$ cat src/rtl/apb_pkg.sv
// Shared APB types and default widths for the requester and register slaves.
package apb_pkg;

    localparam int APB_ADDR_WIDTH = 4;
    localparam int APB_DATA_WIDTH = 32;

    typedef enum logic [1:0] {
        IDLE,
        SETUP,
        ACCESS,
        RESP
    } apb_master_state_e;

endpackage

$ cat src/rtl/apb_master.sv
// APB requester: one SETUP+ACCESS transfer per command, valid/ready response.
// Define APB_MASTER_TIMEOUT_EN to abort ACCESS after TIMEOUT_CYCLES wait states.
module apb_master
    import apb_pkg::*;
#(
    parameter int ADDR_WIDTH     = APB_ADDR_WIDTH,
    parameter int DATA_WIDTH     = APB_DATA_WIDTH,
    parameter int TIMEOUT_CYCLES = 16
) (
    input  logic                  PCLK,
    input  logic                  PRESETn,
    input  logic                  cmd_valid,
    output logic                  cmd_ready,
    input  logic                  cmd_write,
    input  logic [ADDR_WIDTH-1:0] cmd_addr,
    input  logic [DATA_WIDTH-1:0] cmd_wdata,
    output logic                  rsp_valid,
    input  logic                  rsp_ready,
    output logic [DATA_WIDTH-1:0] rsp_rdata,
    output logic                  rsp_err,
    output logic                  PSEL,
    output logic                  PENABLE,
    output logic                  PWRITE,
    output logic [ADDR_WIDTH-1:0] PADDR,
    output logic [DATA_WIDTH-1:0] PWDATA,
    input  logic [DATA_WIDTH-1:0] PRDATA,
    input  logic                  PREADY
);

    if (TIMEOUT_CYCLES < 1) begin : g_bad_cfg
        $error("apb_master: TIMEOUT_CYCLES must be at least 1");
    end

    apb_master_state_e state;

`ifdef APB_MASTER_TIMEOUT_EN
    localparam int CNT_W = $clog2(TIMEOUT_CYCLES + 1);
    localparam logic [CNT_W-1:0] LAST_WAIT = CNT_W'(TIMEOUT_CYCLES - 1);

    logic [CNT_W-1:0] wait_cnt;
    logic             err_q;

    assign rsp_err = err_q;
`else
    assign rsp_err = 1'b0;
`endif

    // Every output is a flop updated together with the state.
    always_ff @(posedge PCLK or negedge PRESETn) begin
        if (!PRESETn) begin
            state     <= IDLE;
            cmd_ready <= 1'b1;
            rsp_valid <= 1'b0;
            rsp_rdata <= '0;
            PSEL      <= 1'b0;
            PENABLE   <= 1'b0;
            PWRITE    <= 1'b0;
            PADDR     <= '0;
            PWDATA    <= '0;
`ifdef APB_MASTER_TIMEOUT_EN
            wait_cnt  <= '0;
            err_q     <= 1'b0;
`endif
        end else begin
            unique case (state)
                IDLE: begin
                    if (cmd_valid) begin
                        state     <= SETUP;
                        cmd_ready <= 1'b0;
                        PSEL      <= 1'b1;
                        PENABLE   <= 1'b0;
                        PWRITE    <= cmd_write;
                        PADDR     <= cmd_addr;
                        PWDATA    <= cmd_wdata;
                    end
                end
                SETUP: begin
                    state   <= ACCESS;
                    PENABLE <= 1'b1;
`ifdef APB_MASTER_TIMEOUT_EN
                    wait_cnt <= '0;
`endif
                end
                ACCESS: begin
                    // PREADY takes priority over a timeout on the same cycle.
                    if (PREADY) begin
                        state     <= RESP;
                        PSEL      <= 1'b0;
                        PENABLE   <= 1'b0;
                        rsp_valid <= 1'b1;
                        rsp_rdata <= PWRITE ? '0 : PRDATA;
`ifdef APB_MASTER_TIMEOUT_EN
                        err_q     <= 1'b0;
                    end else if (wait_cnt == LAST_WAIT) begin
                        state     <= RESP;
                        PSEL      <= 1'b0;
                        PENABLE   <= 1'b0;
                        rsp_valid <= 1'b1;
                        rsp_rdata <= '0;
                        err_q     <= 1'b1;
                    end else begin
                        wait_cnt  <= wait_cnt + 1'b1;
`endif
                    end
                end
                RESP: begin
                    if (rsp_ready) begin
                        state     <= IDLE;
                        rsp_valid <= 1'b0;
                        cmd_ready <= 1'b1;
                    end
                end
                default: begin
                    state     <= IDLE;
                    cmd_ready <= 1'b1;
                    rsp_valid <= 1'b0;
                    PSEL      <= 1'b0;
                    PENABLE   <= 1'b0;
                end
            endcase
        end
    end

endmodule

$ cat config.mk
export PLATFORM = sky130hd
export DESIGN_NAME = apb_master
export DESIGN_NICKNAME = d
export VERILOG_FILES = /design/src/rtl/apb_pkg.sv /design/src/rtl/apb_master.sv
export SDC_FILE = /design/constraint.sdc
export NUM_CORES = 1
export LEC_CHECK = 0
export CAP_MARGIN = 15
export CORE_MARGIN = 2
export CORE_UTILIZATION = 45
export CTS_CLUSTER_SIZE = 16
export DETAILED_ROUTE_END_ITERATION = 12
export PLACE_DENSITY = 0.95
export SLEW_MARGIN = 10
export SYNTH_ARGS = -nofsm -noshare
export SYNTH_HDL_FRONTEND = slang
export SYNTH_SLANG_ARGS = --single-unit
$ cat constraint.sdc
create_clock -name PCLK -period 2.6 [get_ports PCLK]
set_input_delay 0.78 -clock PCLK [delete_from_list [all_inputs] [get_ports PCLK]]
set_output_delay 0.78 -clock PCLK [all_outputs]
set_load 0.01 [all_outputs]
==> impl_metrics.env <==
export IMPL_clockBufferDepth=2
export IMPL_seq_power_share=0.340
export IMPL_final_cells=511
export IMPL_total_power_w=0.00607
export IMPL_rsz0062_at_grt="no"
export IMPL_cts_sinks=75
export IMPL_cp_start_kind="flip-flop"
export IMPL_r2r_cells=5
export IMPL_cp_required_ns=1.82
export IMPL_intPower_w=0.00417
export IMPL_cts_root_buf="clkbuf_8"
export IMPL_path_max_fanout=3
export IMPL_post_place_ws_ns=0.398
export IMPL_power_frac_clock=0.193
export IMPL_seq_area_frac_synth=0.580
export IMPL_syn_area_sq_um=3240
export IMPL_dr_pass1_iters=4
export IMPL_area_growth_pct=56.3
export IMPL_synth_cells=264
export IMPL_cts_resized=0
export IMPL_worstSetupPathDepth=1
export IMPL_mostFrequentLayoutCell="clkdlybuf4s50_1"
export IMPL_fin_crit_sh=0.852
export IMPL_critPathKind="reg -> out"
export IMPL_switching_share=0.312
export IMPL_grt_overflow_total=0
export IMPL_holdWs_ns=0.380
export IMPL_synthFlopType="dfrtp_1"
export IMPL_antenna_cells=0
export IMPL_postRouteAntennaNets=0
export IMPL_io_buffer_count=146
export IMPL_grt_pass1_vias=2466
export IMPL_hold_buffers=0
export IMPL_cts_clk_slew_worst_paths_ns=0.08
export IMPL_cap_viol_max_count=0
export IMPL_power_density_nw_per_um2=1200
export IMPL_vdd_ir_drop_max_v=0.000678
export IMPL_ys_warn_count=0
export IMPL_synth_cell_types=28
export IMPL_startpoint="cmd_ready"
export IMPL_crit_buf_inv=1
export IMPL_finalSetupViolations=0
export IMPL_dp_hpwl_um=5960
export IMPL_grt_pass1_wl_um=12000
export IMPL_worst_setup_path_end_kind="primary output"
export IMPL_synth_nets=345
export IMPL_cts_max_level=3
export IMPL_pwr_share_comb=0.467
export IMPL_cts_setup_buffers=0
export IMPL_setup_tns_ns=0
export IMPL_met3WireLength_um=352
export IMPL_numCtsBuffers=9
export IMPL_path_cells="clkdlybuf4s50_1"
export IMPL_rows=30
export IMPL_track_usage=0.200
export IMPL_nFillCells=478
export IMPL_layout_drive_gt1_share=0.111
export IMPL_antenna_found_initial=0
export IMPL_drt_initial_drc_count=81
export IMPL_finish_net_count=491
export IMPL_die_area_sq_um=7900
export IMPL_globalplace_congestion=0.800
export IMPL_top_layer="met4"
export IMPL_initial_core_util=0.472
export IMPL_design_core_area_sq_um=6870
export IMPL_finalClockSkew_ns=0.0134
export IMPL_drt_met1_wl_um=3060
export IMPL_dp_cells=495
export IMPL_crit_family="flip-flops"
export IMPL_wl_met2_um=4320
export IMPL_switchingPower_w=0.00189
export IMPL_synth_seq_cells=75
export IMPL_drcViolationCount=0
export IMPL_most_common_layout_cells="145 x clkdlybuf4s50_1, 74 x dfrtp_1, 35 x nand2b_1"
export IMPL_slew_viol_final=0
export IMPL_async_reset_ff_frac=1.00
export IMPL_die_w_um=88.9
export IMPL_ioPinCount=148
export IMPL_finalWorstSetupSlack_ns=0.385
export IMPL_outcome="completed"
export IMPL_grt_max_degree=66
export IMPL_crit_path_top_delay_cell="dfstp_2"
export IMPL_multi_input_area_sq_um=1270
export IMPL_period_minus_slack_ns=2.22
export IMPL_syn_area_per_cell_sq_um=12.3
export IMPL_dieHeight_um=88.9
export IMPL_p_leak_nw=2.23
export IMPL_cts_tree="yes"
export IMPL_max_freq_mhz=451
export IMPL_r2r_start="state[0]"
export IMPL_wl_um=7860
export IMPL_clock_latency_ns=0.34
export IMPL_wl_per_cell_um=15.4
export IMPL_vias=2417
export IMPL_finalHoldViolations=0
export IMPL_seqCellArea_sq_um=1880
export IMPL_cp_arrival_ns=1.44
export IMPL_hold_class="in -> async"
export IMPL_via_per_inst=4.73
export IMPL_synth_edff_count=0
export IMPL_max_stage_delay_ns=0.55
==> cell usage after synthesis, types with 2 or more instances <==
| cell type | instances | area [sq um] |
|---|---|---|
| ha_1 | 7 | 87.6 |
| nor2b_1 | 5 | 31.3 |
| buf_6 | 3 | 33.8 |
| a211oi_1 | 2 | 15.0 |
| a21oi_1 | 3 | 15.0 |
| nand2_1 | 34 | 128 |
| nand2b_1 | 35 | 219 |
| dfrtp_1 | 74 | 1850 |
| buf_2 | 6 | 30.0 |
| mux2_1 | 19 | 214 |
| o21ai_0 | 14 | 70.1 |
| nor3_1 | 2 | 10.0 |
| clkbuf_1 | 5 | 18.8 |
| mux2_4 | 20 | 300 |
| o21ai_1 | 19 | 95.1 |
| inv_1 | 2 | 7.51 |
| nor2_1 | 3 | 11.3 |
==> flip-flops by register name, indices dropped and copies added, names as in the netlist <==
signal and flops:
PENABLE 1, rsp_rdata 32, PWDATA 32, PWRITE 1, PADDR 4, PSEL 1, state 2, cmd_ready 1
rsp_valid 1
==> power by group through the flow <==
stage / Combinational, W / Sequential [W] / Clock (W)
2_1_floorplan: 0.00113 / 0.00230 / 0
3_3_place_gp: 0.00276 / 0.00204 / 0
3_5_place_dp: 0.00287 / 0.00208 / 0
4_1_cts: 0.00288 / 0.00207 / 0.00119
5_1_grt: 0.00306 / 0.00212 / 0.00124
6_report: 0.00283 / 0.00206 / 0.00117
==> metal layers <==
layer | vias up | track usage
met3 | 11 | 0.0280
met1 | 1164 | 0.238
met2 | 72 | 0.364
met4 | 0 | 0.0716
met5 | - | 0
li1 | 1170 | -
==> kinds of logic after synthesis <==
group,count (synthesis),synth area share
buffers and inverters,17,0.0301
muxes,40,0.162
AOI/OAI and AO/OA,39,0.0629
and+or+nand+nor,85,0.137
adders and majority gates,7,0.0270
other,1,0.00116
DFF,75,0.580
==> stage by stage <==
| step | utilization | instance area (sq um) |
|---|---|---|
| 6_report | 0.738 | 5070 |
| 2_1_floorplan | - | 3240 |
| 3_3_place_gp | 0.699 | 4800 |
| 3_5_place_dp | 0.699 | 4800 |
| 5_1_grt | 0.738 | 5070 |
| 4_1_cts | 0.738 | 5070 |
==> final cells by class <==
| type | count | area share |
|---|---|---|
| timing repair buffer | 150 | 0.301 |
| inverter | 2 | 0.00148 |
| multi-input combinational | 172 | 0.251 |
| clock inverter | 6 | 0.0269 |
| clock buffer | 10 | 0.0252 |
| sequential | 75 | 0.371 |
| tap | 96 | 0.0237 |
==> worst paths after layout <==
check,to,slack (ns)
setup / recovery,cmd_ready,0.38
hold / removal,rsp_rdata[31],0.38
setup reg to reg,PENABLE,0.84
hold reg to reg,rsp_rdata[2],0.48
max in group asynchronous,rsp_rdata[2],1.63
min in group PCLK,rsp_rdata[2],0.48
Note: power is estimated with default switching activity, not from simulation.
